--- config.mk ---
export PLATFORM = sky130hd
export DESIGN_NAME = branch_predict_unit
export DESIGN_NICKNAME = d
export VERILOG_FILES = /design/src/rtl/branch_predict_unit_pkg.sv /design/src/rtl/branch_predict_unit_sat_counter.sv /design/src/rtl/branch_predict_unit.sv
export SDC_FILE = /design/constraint.sdc
export NUM_CORES = 2
export LEC_CHECK = 0
export ABC_AREA = 0
export CORE_UTILIZATION = 55
export DETAILED_ROUTE_END_ITERATION = 7
export PLACE_DENSITY = 0.72
export SETUP_SLACK_MARGIN = 0.4
export SYNTH_ARGS = -nofsm -noshare
export SYNTH_HDL_FRONTEND = slang
export SYNTH_HIERARCHICAL = 1
export SYNTH_SLANG_ARGS = --single-unit
--- constraint.sdc ---
create_clock -name clk -period 6.4 [get_ports clk]
set_clock_uncertainty 0.1 [all_clocks]
set_input_delay 1.28 -clock clk [delete_from_list [all_inputs] [get_ports clk]]
set_output_delay 1.28 -clock clk [all_outputs]
set_load 0.005 [all_outputs]
--- src/rtl/branch_predict_unit_pkg.sv ---
// Shared definitions for the branch predict unit: table geometry, counter encodings, FSM states.
// Optional statistics counters are enabled with the BPU_STATS_EN macro.
package branch_predict_unit_pkg;

  localparam int BPU_INDEX_BITS = 6;
  localparam int BPU_TAG_BITS   = 8;
  localparam int CPU_BUS_SIZE   = 32;

  localparam logic [1:0] BPU_SNT = 2'b00;
  localparam logic [1:0] BPU_WNT = 2'b01;
  localparam logic [1:0] BPU_WT  = 2'b10;
  localparam logic [1:0] BPU_ST  = 2'b11;

  typedef enum logic {
    BPU_INIT  = 1'b0,
    BPU_READY = 1'b1
  } bpu_state_e;

endpackage

--- src/rtl/branch_predict_unit_sat_counter.sv ---
// 2-bit saturating increment/decrement used when a resolved branch updates its counter.
module bpu_sat_counter
  import branch_predict_unit_pkg::*;
(
  input  logic [1:0] i_ctr,
  input  logic       i_inc,
  output logic [1:0] o_ctr
);

  always_comb begin
    o_ctr = i_ctr;
    if (i_inc) begin
      if (i_ctr != BPU_ST) o_ctr = i_ctr + 2'b01;
    end else begin
      if (i_ctr != BPU_SNT) o_ctr = i_ctr - 2'b01;
    end
  end

endmodule

--- src/rtl/branch_predict_unit.sv ---
// Branch history table with 2-bit counters and a direct-mapped target buffer beside IF.
// Define BPU_STATS_EN to build the resolved-branch and mispredict statistics counters.
module branch_predict_unit
  import branch_predict_unit_pkg::*;
#(
  parameter int         INDEX_BITS = BPU_INDEX_BITS,
  parameter int         TAG_BITS   = BPU_TAG_BITS,
  parameter logic [1:0] INIT_STATE = BPU_WNT
) (
  input  logic        clk,
  input  logic        rst_n,
  input  logic [31:0] i_if_pc,
  input  logic        i_if_valid,
  output logic        o_bpu_ready,
  output logic        o_pred_taken,
  output logic [31:0] o_pred_target,
  output logic [1:0]  o_pred_bits,
  input  logic        i_upd_valid,
  input  logic [31:0] i_upd_pc,
  input  logic        i_upd_taken,
  input  logic [31:0] i_upd_target,
  input  logic        i_upd_mispredict,
  output logic [31:0] o_stat_branches,
  output logic [31:0] o_stat_mispred
);

  localparam int ENTRIES = 1 << INDEX_BITS;

  logic                  r_valid  [ENTRIES];
  logic [TAG_BITS-1:0]   r_tag    [ENTRIES];
  logic [1:0]            r_ctr    [ENTRIES];
  logic [29:0]           r_target [ENTRIES];

  bpu_state_e            r_state;
  logic [INDEX_BITS-1:0] r_ptr;
  logic                  r_ready;

  logic [INDEX_BITS-1:0] w_lk_idx;
  logic [TAG_BITS-1:0]   w_lk_tag;
  logic                  w_lk_hit;
  logic [INDEX_BITS-1:0] w_up_idx;
  logic [TAG_BITS-1:0]   w_up_tag;
  logic                  w_up_hit;
  logic                  w_up_en;
  logic [1:0]            w_ctr_next;
  logic                  w_unused;

  assign w_lk_idx = i_if_pc[INDEX_BITS+1:2];
  assign w_lk_tag = i_if_pc[INDEX_BITS+TAG_BITS+1:INDEX_BITS+2];
  assign w_up_idx = i_upd_pc[INDEX_BITS+1:2];
  assign w_up_tag = i_upd_pc[INDEX_BITS+TAG_BITS+1:INDEX_BITS+2];

  // Lookup reads the table as it stood before this cycle's update edge.
  assign w_lk_hit      = (r_state == BPU_READY) && r_valid[w_lk_idx] && (r_tag[w_lk_idx] == w_lk_tag);
  assign o_pred_taken  = w_lk_hit && r_ctr[w_lk_idx][1];
  assign o_pred_bits   = w_lk_hit ? r_ctr[w_lk_idx] : BPU_SNT;
  assign o_pred_target = o_pred_taken ? {r_target[w_lk_idx], 2'b00} : 32'd0;
  assign o_bpu_ready   = r_ready;

  assign w_up_en  = i_upd_valid && (r_state == BPU_READY);
  assign w_up_hit = r_valid[w_up_idx] && (r_tag[w_up_idx] == w_up_tag);

  assign w_unused = ^{i_if_valid, i_if_pc[31:INDEX_BITS+TAG_BITS+2], i_if_pc[1:0],
                      i_upd_pc[31:INDEX_BITS+TAG_BITS+2], i_upd_pc[1:0],
                      i_upd_target[1:0], i_upd_mispredict};

  bpu_sat_counter u_sat_counter (
    .i_ctr (r_ctr[w_up_idx]),
    .i_inc (i_upd_taken),
    .o_ctr (w_ctr_next)
  );

  always_ff @(posedge clk or negedge rst_n) begin
    if (!rst_n) begin
      r_state <= BPU_INIT;
      r_ptr   <= '0;
      r_ready <= 1'b0;
    end else begin
      case (r_state)
        BPU_INIT: begin
          r_ptr <= r_ptr + 1'b1;
          if (r_ptr == INDEX_BITS'(ENTRIES - 1)) begin
            r_state <= BPU_READY;
            r_ready <= 1'b1;
          end
        end
        default: begin
          r_state <= BPU_READY;
          r_ready <= 1'b1;
        end
      endcase
    end
  end

  // Table storage has no reset; the INIT sweep brings every entry to a known state.
  always_ff @(posedge clk) begin
    if (r_state == BPU_INIT) begin
      r_valid[r_ptr] <= 1'b0;
      r_ctr[r_ptr]   <= INIT_STATE;
    end else if (w_up_en) begin
      if (w_up_hit) begin
        r_ctr[w_up_idx] <= w_ctr_next;
        if (i_upd_taken) r_target[w_up_idx] <= i_upd_target[31:2];
      end else if (i_upd_taken) begin
        r_valid[w_up_idx]  <= 1'b1;
        r_tag[w_up_idx]    <= w_up_tag;
        r_target[w_up_idx] <= i_upd_target[31:2];
        r_ctr[w_up_idx]    <= INIT_STATE + 2'b01;
      end
    end
  end

`ifdef BPU_STATS_EN
  logic [31:0] r_stat_branches;
  logic [31:0] r_stat_mispred;

  always_ff @(posedge clk or negedge rst_n) begin
    if (!rst_n) begin
      r_stat_branches <= 32'd0;
      r_stat_mispred  <= 32'd0;
    end else if (w_up_en) begin
      if (r_stat_branches != 32'hFFFF_FFFF) r_stat_branches <= r_stat_branches + 32'd1;
      if (i_upd_mispredict && (r_stat_mispred != 32'hFFFF_FFFF))
        r_stat_mispred <= r_stat_mispred + 32'd1;
    end
  end

  assign o_stat_branches = r_stat_branches;
  assign o_stat_mispred  = r_stat_mispred;
`else
  assign o_stat_branches = 32'd0;
  assign o_stat_mispred  = 32'd0;
`endif

endmodule

==> Word level (Yosys, flattened, before mapping) <==
Memory sizes are Yosys's and may differ from the RTL's.
Cells that the tools add are included.
{ "op_classes": {"muxes": 31, "bitwise": 2, "n_eq_ne": 4, "n_reduce_logical": 9, "add_sub_neg": 3} }
{ "ops": {"columns": ["op", "n"], "rows": [
  ["$mux 32", 1],
  ["$mux 30", 1],
  ["$mux 1", 21],
  ["$eq 8x8->1", 2],
  ["$mux 2", 6],
  ["$mux 6", 2],
  ["$add 6x1->6 const B", 1],
  ["$eq 6x6->1 const B", 1],
  ["$logic_and 1x1->1", 5],
  ["$reduce_bool 2->1", 2],
  ["$add 2x1->2 const B", 1],
  ["$ne 2x2->1 const B", 1],
  ["$or 1x1->1", 2],
  ["$reduce_or 2->1", 1],
  ["$sub 2x1->2 const B", 1],
  ["$reduce_or 1->1", 1]
]} }
{ "totals": {"in_bits": 102, "output_inout_bits": 100, "regBits": 8, "mem_count": 4, "mem_bits_rw": 2624} }
{ "mem_list": {"columns": ["name", "depth", "width", "rd", "rd_ports_with_merged_regs", "wr", "line_no", "text"], "rows": [
  ["r_target", 64, 30, 1, 0, 1, "branch_predict_unit.sv:32", "logic [29:0] r_target [ENTRIES];"],
  ["r_tag", 64, 8, 2, 0, 1, "branch_predict_unit.sv:30", "logic [TAG_BITS-1:0] r_tag [ENTRIES];"],
  ["r_ctr", 64, 2, 2, 0, 1, "branch_predict_unit.sv:31", "logic [1:0] r_ctr [ENTRIES];"],
  ["r_valid", 64, 1, 2, 0, 1, "branch_predict_unit.sv:29", "logic r_valid [ENTRIES];"]
]} }

==> Longest topological paths before layout <==
An unclocked memory read counts as a cell.
{ "depth": {"depth_word": 10, "mapped_depth": 17, "ltp_nobuf": 12} }

==> By module <==
The synthesis kept the hierarchy.
{ "modules_own_cells": {"columns": ["mod", "seq_area_each_um2", "cells_per_inst", "area_each_um2", "instances"], "rows": [
  ["branch_predict_unit", 78995.8, 5042, 108759.3, 1],
  ["bpu_sat_counter", 0.0, 3, 26.3, 1]
]} }

==> Least setup slack after synthesis <==
Ideal clock, no wire load.
{ "synth_timing": {"kind": "input -> register", "start": "input i_upd_pc[2]", "end": "memory r_ctr[0][1] (data pin)", "setup_ps": 499, "required_ps": 5801, "path_stages": 14, "arrival_time_ps": 5534, "setup_slack_ps": 267, "cell_sequence": "buf_4 > buf_6 > buf_2 > mux2_2 > a221oi_1 > o22ai_1 > a22o_1 > nor3_1 > o21bai_1 > nor4_4 > buf_4 > buf_4 > mux2i_1 > nor2_1"} }
{ "synth_between": {"elab_chain_len": 10} }
{ "synth_rtl": {"columns": ["element", "line_no", "text"], "rows": [
  ["from (decl)", "branch_predict_unit.sv:19", "input logic [31:0] i_upd_pc,"],
  ["$mem_v2 64x8", null, null],
  ["$eq 8x8->1", "branch_predict_unit.sv:61", "assign w_up_hit = r_valid[w_up_idx] && (r_tag[w_up_idx] == w_up_tag);"],
  ["$logic_and 1x1->1", "branch_predict_unit.sv:61", null],
  ["$mux 1", "branch_predict_unit.sv:101", "if (w_up_hit) begin"],
  ["$mux 1", "branch_predict_unit.sv:100", "end else if (w_up_en) begin"],
  ["$mux 1", "branch_predict_unit.sv:97", "if (r_state == BPU_INIT) begin"],
  ["$mux 1, on equally long branches", "branch_predict_unit.sv:102, branch_predict_unit.sv:108", null],
  ["$or 1x1->1 (no source line)", null, null],
  ["$reduce_or 2->1 (no source line)", null, null],
  ["$mux 2 (no source line) *", null, null],
  ["to (decl)", "branch_predict_unit.sv:31", null]
]} }
Mark *: on every way between the ends. The rest lies on a longest branch, timed or not.

==> Final worst setup path <==
{ "layout_timing": {"start": "input i_if_pc[2]", "end": "output o_pred_target[7]"} }
{ "layout_between": {"elab_chain_len": 5} }
{ "layout_rtl": {"columns": ["element", "line_no", "text"], "rows": [
  ["from (decl)", "branch_predict_unit.sv:12", "input logic [31:0] i_if_pc,"],
  ["$mem_v2 64x8 / $mem_v2 64x1 (equally long branches)", null, null],
  ["$eq 8x8->1 / $logic_and 1x1->1 (equally long branches)", "branch_predict_unit.sv:54", "assign w_lk_hit = (r_state == BPU_READY) && r_valid[w_lk_idx] && (r_tag[w_lk_idx] == w_lk_tag);"],
  ["$logic_and 1x1->1", "branch_predict_unit.sv:54", null],
  ["$logic_and 1x1->1", "branch_predict_unit.sv:55", "assign o_pred_taken = w_lk_hit && r_ctr[w_lk_idx][1];"],
  ["$mux 32 *", "branch_predict_unit.sv:57", "assign o_pred_target = o_pred_taken ? {r_target[w_lk_idx], 2'b00} : 32'd0;"],
  ["to (decl)", "branch_predict_unit.sv:16", "output logic [31:0] o_pred_target,"]
]} }
Marked as above.

==> results.txt <==
Buffers placed on the I/O ports in this run total 95. Along the worst path, the maximum fanout reaches 7. For this design the ratio of total power to cell area is 289 nW/um^2. The run gives 0.325 as the overall global routing resource usage.

The number of cells on the worst hold path was 1; the clock network power share was 0.423. After detailed routing, the total wire length is 323000 microns. After synthesis, the netlist uses 69 different library cells.

TritonCTS built the clock tree. The switching portion of total power is 0.213, and the TritonCTS buffer count is 283. The logs give 109000 sq um for the combined area of all synthesized cells and 200000 sq um for the die area.

Tightest slew margin relative to the limit: 0.114. Hold is met by 364 ps. The run gives 0 ps as the setup TNS. Proportion of layout cells with a drive suffix above 1: 0.346. Row generation in the floorplan step produced 162 rows. From synthesis to final layout, the design area changed by 15.5%. STA classifies the critical path startpoint as a primary input. The master cell of the clock root buffer is clkbuf_16. From bottom edge to top edge, the die measures 447 microns. The starting density of the core was 0.556; the clock transition time at the flip-flop clock pins of the worst setup and hold paths was 50 ps. The cell count of the worst reg-to-reg path is 4, and the number of design-rule violations left by the first detailed-router iteration is 9346. The number of register bits inferred by synthesis works out to 2632.

Subtracting the final worst setup slack from the clock period gives 6180 ps. The number of synthesized flops with an enable pin is 2624, and the post-synthesis average cell area is 21.6 sq um. The run finished with clean final reports. The sort of element at the end of the critical path was a primary output.

The first global-routing pass estimated 447000 microns of wire. In this run the worst setup path begins at i_if_pc[2]. The logs give 18 for the number of antenna violations at the first check in global routing and 0 for the number of violations of the max-capacitance limit. Worst path required time: 5020 ps.

For this run, the top clock speed supported by timing is 162 MHz. Reg-to-reg startpoint: r_state. The share of flip-flops with an asynchronous set or reset after synthesis was 0.00304. The count of hold buffers inserted by post-cts repair came out at 0. The cell count after synthesis came out at 5045. The total overflow left after global routing is 0. The worst min-delay path class is reg2reg. The number of failing hold endpoints at the final stage is 0. The worst-skew pair later-pin latency was 930 ps. Setup repair after global routing could not meet its margin everywhere.

The run gives 12700 as the fill cell instance count of the final layout. The tools report the data arrival time of the worst path as 4800 ps. The sequential fraction of design power is 0.521.

For the number of endpoints failing setup at the final stage, the log shows 0. The library cell with the largest summed area after synthesis is edfxtp_1. Dividing the detail-routed via count by the number of cells gives 7.11. Entering global routing, the biggest net connects 91 pins.

The maximum count of clock buffers along a single path is 4. The HPWL after detailed placement is 178000 microns. Routability-driven placement finished with a final weighted congestion of 0.959. The proportion of netlist area held by the largest area contributor was 0.724; the CTS sink count was 2632.

In this run the static leakage power is 39.5 nW. 202 I/O pins were placed. Across the VDD grid, the largest voltage drop is 0.308 mV. The share of the clock period used by the worst path after layout is 0.966, and the post-detailed-route DRC marker count is 0.

Once detail routing completed, the nets flagged for antenna violations numbered 0. For this block, the via count after detailed routing is 59500. Number of global-route vias before repair: 59300. The run gives 7.73 mW as the power dissipated by switching net loads. The worst setup path is of the in2out kind.

For this run, the detailed router's first-pass iteration total came to 6. The H-tree was split into 5 levels. Start point of the worst min-delay path: o_bpu_ready. Placeable core region: 196000 sq um. Sorting the synthesized cells by area gives the leading types as edfxtp_1 (72%), mux4_2 (19%), mux2i_1 (1.6%). Among all flip-flop cells after synthesis, the most frequent one is edfxtp_1. The share of total power in combinational logic was 0.056; the internal portion of total power was 28.6 mW.

At the pin with the least slew margin, the transition time is 1320 ps. The number of warnings issued by yosys is 6, and the routed wirelength normalized by instance count is 38.5 microns. After the last flow step, the layout net total stands at 5648.

Number of pins exceeding their max-slew limit in the final report: 0. The tools report the sequential element share of the synthesized area as 0.726. From left edge to right edge, the die measures 447 microns.
sequential cells by signal, indices dropped and copies added, names as in the netlist:
signal / cells
r_target: 1920
r_tag: 512
r_ctr: 128
r_valid: 64
r_ptr: 6
o_bpu_ready: 1
r_state: 1
metal layers:
layer	global-route usage	vias to the layer above	routed length, microns
met5	0	-	37
li1	-	22600	-
met1	0.428	31200	111000
met3	0.0715	902	38000
met4	0.156	6	17700
met2	0.518	4787	156000
worst paths after layout:
path / to / slack, ps
worst max-delay path: o_pred_target[7] / 220
worst min-delay path: o_bpu_ready / 360
worst max register to register: r_target[63][15] / 1930
worst min register to register: o_bpu_ready / 360
max in group asynchronous: r_ptr[5] / 5400
min in group asynchronous: o_bpu_ready / 540
placed cells by master (no fill, tap or decap), types with 51 or more instances in the layout:
cell       Yosys  layout
nand2_1       95      95
buf_12         0      90
clkbuf_1     191      55
clkinv_1       2      55
conb_1         1      66
clkbuf_16      0     292
mux2i_1      170     170
mux4_2       906     906
nor2_4         0      65
o22ai_1       53      53
edfxtp_1    2624    2624
buf_4         93     331
o21ai_0       65      65
a22oi_1       78      78
nand3_1       54      51
nor2_1       125      59
a21oi_1       53      53
nor3_1        72      62
kinds of logic (layout without fill, tap and decap cells):
kind of cell,Yosys count,after routing,synth area share
adders and majority gates,3,3,0.000322
other,1,79,0.0000345
muxes,1111,1111,0.207
xor gates and xnor gates,21,21,0.00169
and+or+nand+nor,460,460,0.0205
AOI/OAI and AO/OA,399,399,0.0255
buffers and inverters,418,1044,0.0189
DFF,2632,2632,0.726
power by group through the flow:
stage	Clock (mW)	Combinational, mW	Sequential [mW]
2_1_floorplan	0	1.15	19.3
3_3_place_gp	0	1.90	19.3
3_5_place_dp	0	1.93	19.3
4_1_cts	15.5	2.01	18.9
5_1_grt	16.1	2.11	18.9
6_report	15.4	2.04	18.9
critical path, cell delays in order:
cell     delay [ps]
buf_16          130
buf_12          150
buf_8           110
mux4_2          490
mux4_2          580
mux4_2          540
xnor2_2         160
buf_4           150
nand3_4          70
nor4_4          340
buf_12          230
buf_12          140
buf_16          120
and3_4          180
buf_6            90
cell type report:
cell class                 count  area, sq um  share of cell area
timing repair buffer         559         6070              0.0483
antenna                       13         32.5            0.000259
clock inverter               128          980             0.00779
inverter                       9         33.8            0.000269
clock buffer                 348         7530              0.0599
tap                         2624         3280              0.0261
sequential                  2632        79000               0.629
multi-input combinational   2060        28800               0.229
synthesized netlist by cell type (53+ instances only):
cell type,count
edfxtp_1,2624
nor3_1,72
buf_2,100
nand3_1,54
mux2i_1,170
o21ai_0,65
nand2_1,95
mux4_2,906
o22ai_1,53
a22oi_1,78
clkbuf_1,191
nor2_1,125
buf_4,93
a21oi_1,53
stage by stage:
stage | setup slack (ps) | utilization | power, mW | std cells | instance area, sq um
floorplan | 424 | - | 20.4 | 5110 | 109000
global placement | -878 | 0.593 | 21.2 | 7852 | 116000
detailed placement | -885 | 0.593 | 21.2 | 7852 | 116000
CTS | 298 | 0.641 | 36.4 | 8356 | 125000
global route | 166 | 0.642 | 37.1 | 8370 | 126000
finish | 217 | 0.642 | 36.4 | 8373 | 126000
timing repair:
| action | in CTS | in global routing |
|---|---|---|
| gates cloned | 15 | 0 |
| setup endpoints to repair | 33 | 33 |
| gates resized for setup | 205 | 28 |
| pin swaps | 5 | 3 |
| setup buffers | 13 | 4 |
| hold endpoints to repair | 0 | 0 |
No activity file was read; power rests on OpenSTA's default activity.
